`src/rtl/layer0_sequencer.sv`:
```
// layer0_sequencer: frame controller for the layer-0 conv datapath.
// On a ready request it raster-scans the image. For every output pixel it fetches the
// nine 3x3 window pixels (row-major, centre at k=4) and then issues one result write per
// kernel. done pulses for one cycle after the last write of the frame.
//
// Ports:
//   clk_i            system clock, rising edge
//   rst_ni           asynchronous active-low reset
//   ready_i          start request, sampled in idle only
//   busy_o           high from the first fetch cycle through done
//   iaddr_o          image read address (zero for padded window positions)
//   en4mem_o         window register load enables, one-hot while fetching
//   mux4mem_o        per-register source: 1 = image data, 0 = zero padding
//   num_of_kernel_o  conv kernel select for the current write
//   cwr_o            result write strobe
//   caddr_wr_o       result write address = current output pixel index
//   csel_o           result memory select (001 kernel0, 010 kernel1)
//   done_o           one-cycle end-of-frame pulse
// All outputs decode registered state only; there is no input-to-output path.
module layer0_sequencer #(
  parameter int unsigned IMG_W = 64,
  parameter int unsigned IMG_H = 64,
  parameter int unsigned AW    = 12
) (
  input  logic          clk_i,
  input  logic          rst_ni,
  input  logic          ready_i,
  output logic          busy_o,
  output logic [AW-1:0] iaddr_o,
  output logic [8:0]    en4mem_o,
  output logic [8:0]    mux4mem_o,
  output logic          num_of_kernel_o,
  output logic          cwr_o,
  output logic [AW-1:0] caddr_wr_o,
  output logic [2:0]    csel_o,
  output logic          done_o
);

  localparam int unsigned ColW = $clog2(IMG_W);
  localparam int unsigned RowW = $clog2(IMG_H);

  typedef enum logic [2:0] {StIdle, StFetch, StWr0, StWr1, StDone} state_e;

  state_e          state_q, state_d;
  logic [RowW-1:0] row_q, row_d;
  logic [ColW-1:0] col_q, col_d;
  logic [3:0]      k_q, k_d;

  logic            last_col, last_row;
  logic [1:0]      wy, wx;
  logic [RowW+1:0] r_ext;
  logic [ColW+1:0] c_ext;
  logic            in_bounds;

  assign last_col = (col_q == ColW'(IMG_W - 1));
  assign last_row = (row_q == RowW'(IMG_H - 1));

  // Window offset as k/3 and k%3 (0..2); the -1 bias is applied in the sums below.
  always_comb begin
    wy = 2'd0;
    wx = 2'd0;
    case (k_q)
      4'd0: begin wy = 2'd0; wx = 2'd0; end
      4'd1: begin wy = 2'd0; wx = 2'd1; end
      4'd2: begin wy = 2'd0; wx = 2'd2; end
      4'd3: begin wy = 2'd1; wx = 2'd0; end
      4'd4: begin wy = 2'd1; wx = 2'd1; end
      4'd5: begin wy = 2'd1; wx = 2'd2; end
      4'd6: begin wy = 2'd2; wx = 2'd0; end
      4'd7: begin wy = 2'd2; wx = 2'd1; end
      4'd8: begin wy = 2'd2; wx = 2'd2; end
      default: begin wy = 2'd0; wx = 2'd0; end
    endcase
  end

  // Two extra bits: the MSB flags -1 (two's complement), the next one flags == size.
  // Either set means the window position falls outside the image.
  assign r_ext = {2'b00, row_q} + (RowW+2)'(wy) - (RowW+2)'(1);
  assign c_ext = {2'b00, col_q} + (ColW+2)'(wx) - (ColW+2)'(1);
  assign in_bounds = (r_ext[RowW+1:RowW] == 2'b00) && (c_ext[ColW+1:ColW] == 2'b00);

  always_ff @(posedge clk_i or negedge rst_ni) begin
    if (!rst_ni) begin
      state_q <= StIdle;
      row_q   <= '0;
      col_q   <= '0;
      k_q     <= '0;
    end else begin
      state_q <= state_d;
      row_q   <= row_d;
      col_q   <= col_d;
      k_q     <= k_d;
    end
  end

  always_comb begin
    state_d = state_q;
    row_d   = row_q;
    col_d   = col_q;
    k_d     = k_q;
    case (state_q)
      StIdle: begin
        row_d = '0;
        col_d = '0;
        k_d   = '0;
        if (ready_i) state_d = StFetch;
      end
      StFetch: begin
        if (k_q == 4'd8) begin
          k_d     = '0;
          state_d = StWr0;
        end else begin
          k_d = k_q + 4'd1;
        end
      end
      StWr0: state_d = StWr1;
      StWr1: begin
        if (last_col) begin
          col_d = '0;
          row_d = row_q + RowW'(1);
        end else begin
          col_d = col_q + ColW'(1);
        end
        state_d = (last_col && last_row) ? StDone : StFetch;
      end
      StDone: state_d = StIdle;
      default: state_d = StIdle;
    endcase
  end

  always_comb begin
    busy_o          = (state_q != StIdle);
    done_o          = (state_q == StDone);
    iaddr_o         = '0;
    en4mem_o        = '0;
    mux4mem_o       = '0;
    num_of_kernel_o = 1'b0;
    cwr_o           = 1'b0;
    caddr_wr_o      = '0;
    csel_o          = 3'b000;
    case (state_q)
      StFetch: begin
        // Padded positions still load their register, capturing zero via the mux.
        en4mem_o = 9'b1 << k_q;
        if (in_bounds) begin
          mux4mem_o = 9'b1 << k_q;
          iaddr_o   = AW'({r_ext[RowW-1:0], c_ext[ColW-1:0]});
        end
      end
      StWr0: begin
        cwr_o      = 1'b1;
        csel_o     = 3'b001;
        caddr_wr_o = AW'({row_q, col_q});
      end
      StWr1: begin
        num_of_kernel_o = 1'b1;
        cwr_o           = 1'b1;
        csel_o          = 3'b010;
        caddr_wr_o      = AW'({row_q, col_q});
      end
      default: ;
    endcase
  end

endmodule

```
`config.mk`:
```
export PLATFORM = sky130hd
export DESIGN_NAME = layer0_sequencer
export DESIGN_NICKNAME = d
export VERILOG_FILES = /design/src/rtl/layer0_sequencer.sv
export SDC_FILE = /design/constraint.sdc
export NUM_CORES = 1
export LEC_CHECK = 0
export ABC_AREA = 1
export BUFFER_PORTS_ARGS = -buffer_cell sky130_fd_sc_hd__buf_2
export CORE_MARGIN = 2
export CORE_UTILIZATION = 54
export DETAILED_ROUTE_END_ITERATION = 8
export PLACE_DENSITY = 0.78
export SKIP_CTS_REPAIR_TIMING = 1
export SLEW_MARGIN = 25
export SYNTH_ARGS = -nofsm -noshare
export SYNTH_HDL_FRONTEND = slang
export SYNTH_SLANG_ARGS = --single-unit
```
`constraint.sdc`:
```
create_clock -name clk_i -period 3.6 [get_ports clk_i]
set_input_delay 0.18 -clock clk_i [delete_from_list [all_inputs] [get_ports clk_i]]
set_output_delay 0.18 -clock clk_i [all_outputs]
set_load 0.05 [all_outputs]
```
==> metrics.txt, run 1 <==
Max Clk Rate approximately 300 MHz; Synth Net Count approximately 330; critical path, cell by cell inv_2, ha_2, nand2_1, nand2_2, nand2_1, ha_1, inv_1, ha_1, inv_1, fa_1, nand3b_1, nand3_1, nand3_2, buf_8, nor3_2, clkbuf_4; Seq/Total Area, Yosys around 22%; commonest non-fill, non-tap cell in the layout inv_1; Synth Instances 291; Top Layer Used met4; met1 wire length around 2200 µm; post-route setup slack approximately 0.19 ns; Synth Area in Simple Gates a little over a third; Post-Syn Area roughly 2100 µm²; GRT overflow 0; Synth cell types 34; Num Clock Sinks 19; most frequent cells in the layout inv_1 (49), nand2_1 (47), ha_1 (29), buf_2 (29); row count 22; share of synthesized registers carrying an async set or reset between 90% and 100%; clk buf depth 2; CP peak stage delay approximately 0.44 ns; min-delay worst type in -> reg; DR WL met2 between 2000 and 2500 µm; # fillers 322; Die Span X approximately 67 µm; Fin. Hold Viols 0; Synth Area in Adders about a fifth; status completed; startpoint types register; final-report setup violation count 0; maxcap violations 0; Crit path required time 3.42 ns; Via density a little over 5; share of layout cells above drive strength 1 between 20% and 30%; level count of the clock H-tree 1; Std-Cell Core Area 3740 µm²; Slowest cell on crit path dfrtp_1; pwr dens about 140 nW/µm²; Max FO, Critical Path 21; Initial Util between 50% and 60%; yosys synthesis warning count 0; largest net degree at the start of global routing 22; chip height about 67 µm; wire length per cell roughly 12 µm; Synth Area per Inst approximately 7.3 µm²; crit path DAT 3.23 ns; Compound-Gate Fraction of Synth Area approximately 7.6%; Max IR drop VDD 0.166 mV; Place WS about 0.28 ns; number of antenna diodes 0; clock skew 0.00237 ns; Num CTS Buffers 3; vias in the first global route 1645; Worst setup EP type output pin; fin crit share 94.8%; GPL Wtd Cong roughly 0.9; #FFs+latches synth 19; final-report max-slew violation count 0; CTS tree done; largest family of logic cells by synthesized area simple AND/OR/NAND/NOR gates; Period minus WS final around 3.4 ns; placed inst area 2410 µm²; clk_lat worst skew between 0.2 and 0.3 ns; area grow syn2layout 20.2%; first-pass GRT wire length between 7000 and 8000 µm; P_leak roughly 1.5 nW; drt first pass iters 4; Top Ports 52; Crit Path Class reg -> out; post-synthesis mux area share less than 1%; number of port buffers 50; Clk pin slew, worst setup/hold paths 0.07 ns; post-route ant nets 0; routed vias 1999; root buffer cell clkbuf_8; initial antenna violation count 0; # DRC 0; met3 WL ~230 µm; Post-synth EDFFs 0; Net count, final 378; HPWL Detailed between 3000 and 4000 µm; post-route cell area ~2600 µm²; GRT Total Usage a little over a fifth; Most used DFF post-synth dfrtp_1; DRT iter0 DRCs between 100 and 150; XOR/XNOR share of the synthesized area 2.05%; total die area between 4000 and 5000 µm²; Routed WL 4810 µm
[metrics by stage]
step | power, W | hold WS (ns) | std cells | util (%) | TNS (ns)
global route | 0.000383 | 0.287 | 390 | 68.5 | -0.0826
CTS | 0.000369 | -0.129 | 387 | 65.5 | 0
floorplan | 0.000221 | -0.116 | 291 | - | -0.515
global placement | 0.000225 | 0.139 | 383 | 64.3 | 0
finish | 0.000368 | 0.261 | 390 | 68.5 | 0
detailed placement | 0.000225 | 0.143 | 383 | 64.3 | 0
[metal layers]
metal  vias to the layer above  global-route usage, %
met5                         -                      0
met4                         0                   5.87
met3                         2                   1.18
met2                        58                   34.3
met1                       904                   30.8
li1                       1035                      -
[report_power, final]
part	internal, W	switching, W	total [W]
Combinational	0.00000146	0.00000669	0.00000815
Sequential	0.000213	0	0.000213
Clock	0.0000785	0.0000679	0.000146
[registers in the layout (all words and copies together), names as in the netlist]
| register | flops |
|---|---|
| col_q | 6 |
| k_q | 4 |
| row_q | 6 |
| state_q | 3 |
[synth_stat cells, drive strengths merged, types with 3 or more instances]
cell	instances	area, µm²
nor2	30	149
inv	54	205
nand3	28	155
nand2	53	231
dfrtp	19	475
o22ai	6	37.5
ha	30	375
a21oi	12	60.1
buf	7	51.3
nor3	22	175
xnor2	3	26.3
or2	4	25.0
o21ai	10	50.1
[worst max-delay path, delay by kind of cell, from the launching register on]
kind / cells / cell delay, ns
fa+ha+maj: 4 / 1.03
flops: 1 / 0.44
simple gates: 7 / 0.86
buf+inv: 5 / 0.64
[layout make-up]
| cell class | instances | area, µm² | share of cell area (%) |
|---|---|---|---|
| tap | 48 | 60.1 | 2.34 |
| multi-input combinational | 210 | 1430 | 55.7 |
| timing repair buffer | 55 | 350 | 13.7 |
| inverter | 54 | 205 | 8.00 |
| clock buffer | 4 | 45.0 | 1.76 |
| sequential | 19 | 475 | 18.5 |
[path summary, 6_finish.rpt]
| check | cells after the start | end | slack, ns | from |
|---|---|---|---|---|
| worst min-delay path | 3 | state_q[1] | 0.26 | ready_i |
| max in group asynchronous | 2 | state_q[1] | 2.88 | rst_ni |
| worst max register to register | 8 | row_q[2] | 2.05 | col_q[2] |
| worst min register to register | 1 | row_q[0] | 0.51 | row_q[0] |
| min in group asynchronous | 2 | col_q[0] | 0.40 | rst_ni |
| worst max-delay path | 16 | iaddr_o[3] | 0.19 | k_q[1] |
[cell families (layout without fill, tap and decap cells)]
group	after synthesis	count (layout)
AO/OA/AOI/OAI	30	30
XOR/XNOR	5	5
AND/OR/NAND/NOR	141	141
buffers and inverters	62	113
flip-flops	19	19
adder cells (fa/ha/maj)	32	32
multiplexers	1	1
other	1	1
Power figures use the tool's default switching activity.
==> inputs of run 2 (changes only) <==
==> constraint.sdc (replaced) <==
create_clock -name clk_i -period 3.6 [get_ports clk_i]
set_input_delay 0.18 -clock clk_i [delete_from_list [all_inputs] [get_ports clk_i]]
set_output_delay 0.18 -clock clk_i [all_outputs]
set_load 0.005 [all_outputs]
==> run 2 against run 1 <==
  * Final area shrank 3.2%
  * Sequential cell count unchanged
  * First-iteration DRC count shrank 37%
  * Final cell count decreased by 0.26%
  * Sequential power hardly changed
  * Combinational power decreased by 26%
  * Core utilization down 2.2 points
  * Clock skew grew 0.00099 ns
  * Hold slack lost 0.0042 ns
  * Clock power about the same
  * Critical path depth stayed put
  * Critical endpoint is now mux4mem_o[7]
  * Largest cell class unchanged
  * Highest routed layer unchanged
==> metrics.txt, run 2 (synthesis gave the netlist of run 1 again) <==
root buffer cell clkbuf_8; crit path DAT roughly 3.2 ns; Routed WL between 4000 and 5000 µm; maxcap violations 0; startpoint types register; largest net degree at the start of global routing 22; pwr dens around 150 nW/µm²; fin crit share a little over nine tenths; vias in the first global route 1716; clk_lat worst skew between 0.2 and 0.3 ns; chip height ~67 µm; Fin. Hold Viols 0; Place WS roughly 0.44 ns; Worst setup EP type output pin; final-report setup violation count 0; Max IR drop VDD approximately 0.17 mV; number of port buffers 50; Max FO, Critical Path 21; Initial Util 57.1%; Max Clk Rate slightly below 300 MHz; first-pass GRT wire length just under 8000 µm; Crit path required time about 3.4 ns; P_leak roughly 1.4 nW; number of antenna diodes 0; clock skew approximately 0.0034 ns; HPWL Detailed 3750 µm; DRT iter0 DRCs 85; setup TNS 0 ns; GRT overflow 0; final-report max-slew violation count 0; Num Clock Sinks 19; # DRC 0; post-route setup slack 0.197 ns; Num CTS Buffers 3; Crit Path Class reg -> out; Period minus WS final about 3.4 ns; GRT Total Usage around 22%; CTS tree done; clk buf depth 2; level count of the clock H-tree 1; GPL Wtd Cong between 0.8 and 0.9; Via density a little over 5; initial antenna violation count 0; Net count, final 377; min-delay worst type in -> reg; area grow syn2layout 16.3%; Top Registers col_q: 6 flops, row_q: 6 flops, k_q: 4 flops; final core occ between 60% and 70%; status completed; post-route ant nets 0; wire length per cell 12.2 µm; Clk pin slew, worst setup/hold paths ~0.07 ns; drt first pass iters 4; Top Ports 52; routed vias between 1500 and 2000; row count 22; total die area roughly 4500 µm²; RSZ-0062 raised after global routing no; most frequent cells in the layout inv_1 (50), buf_2 (50), nand2_1 (48), ha_1 (29); share of layout cells above drive strength 1 27.6%; Std-Cell Core Area around 3700 µm²; Die Span X 66.9 µm
-- run 2: cell types whose count changed in the layout (fill, tap and decap cells not counted), sizes merged --
cell / delta
clkbuf: -5
buf: +4
-- run 2: stage by stage --
stage | hold WS, ns | instances | area [µm²] | total power [W]
CTS | -0.131 | 387 | 2450 | 0.000369
floorplan | -0.116 | 291 | 2140 | 0.000219
global placement | 0.139 | 383 | 2410 | 0.000223
detailed placement | 0.146 | 383 | 2410 | 0.000223
global route | 0.324 | 389 | 2480 | 0.000381
finish | 0.256 | 389 | 2480 | 0.000368
-- run 2: worst paths after layout --
kind	start	end	slack [ns]	depth (start not counted)
worst min-delay path	ready_i	state_q[1]	0.26	3
worst max register to register	col_q[2]	row_q[2]	2.05	8
max in group asynchronous	rst_ni	k_q[3]	2.90	2
worst max-delay path	k_q[1]	mux4mem_o[7]	0.20	16
worst min register to register	row_q[0]	row_q[0]	0.52	1
min in group asynchronous	rst_ni	col_q[5]	0.39	2
-- run 2: layout make-up --
class / instances / area [µm²]
clock buffers: 4 / 45.0
fillers: 335 / 1260
inverters: 54 / 205
multi-input cells: 210 / 1410
flip-flops and latches: 19 / 475
well taps: 48 / 60.1
repair buffers: 54 / 287
-- run 2: critical path: stages (launching register included) --
cell      delay, ns
dfrtp_1        0.42
inv_1          0.12
ha_2           0.22
nand2_1        0.06
nand2_1        0.15
nand2_1        0.09
ha_1           0.27
inv_1          0.08
ha_1           0.17
inv_1          0.05
fa_1           0.39
nand3b_1       0.23
nand3_1        0.13
nand3_2        0.08
buf_6          0.18
nor3_1         0.18
buf_2          0.14
-- run 2: per-layer routing --
| metal | wire length, µm | part of all wire, % | global-route usage, % | vias up |
|---|---|---|---|---|
| li1 | - | - | - | 1034 |
| met1 | 2280 | 48 | 31.0 | 908 |
| met2 | 2250 | 47 | 37.3 | 48 |
| met3 | 180 | 3.8 | 1.52 | 4 |
| met4 | 39 | 0.82 | 6.12 | 0 |
| met5 | 0 | 0 | 0 | - |
-- run 2: report_power, final --
part,total [W],internal [W],switching [W]
registers,0.000213,0.000213,0
logic,0.00000600,0.00000147,0.00000453
clock network,0.000148,0.0000787,0.0000695
total,0.000368,0.000294,0.0000740
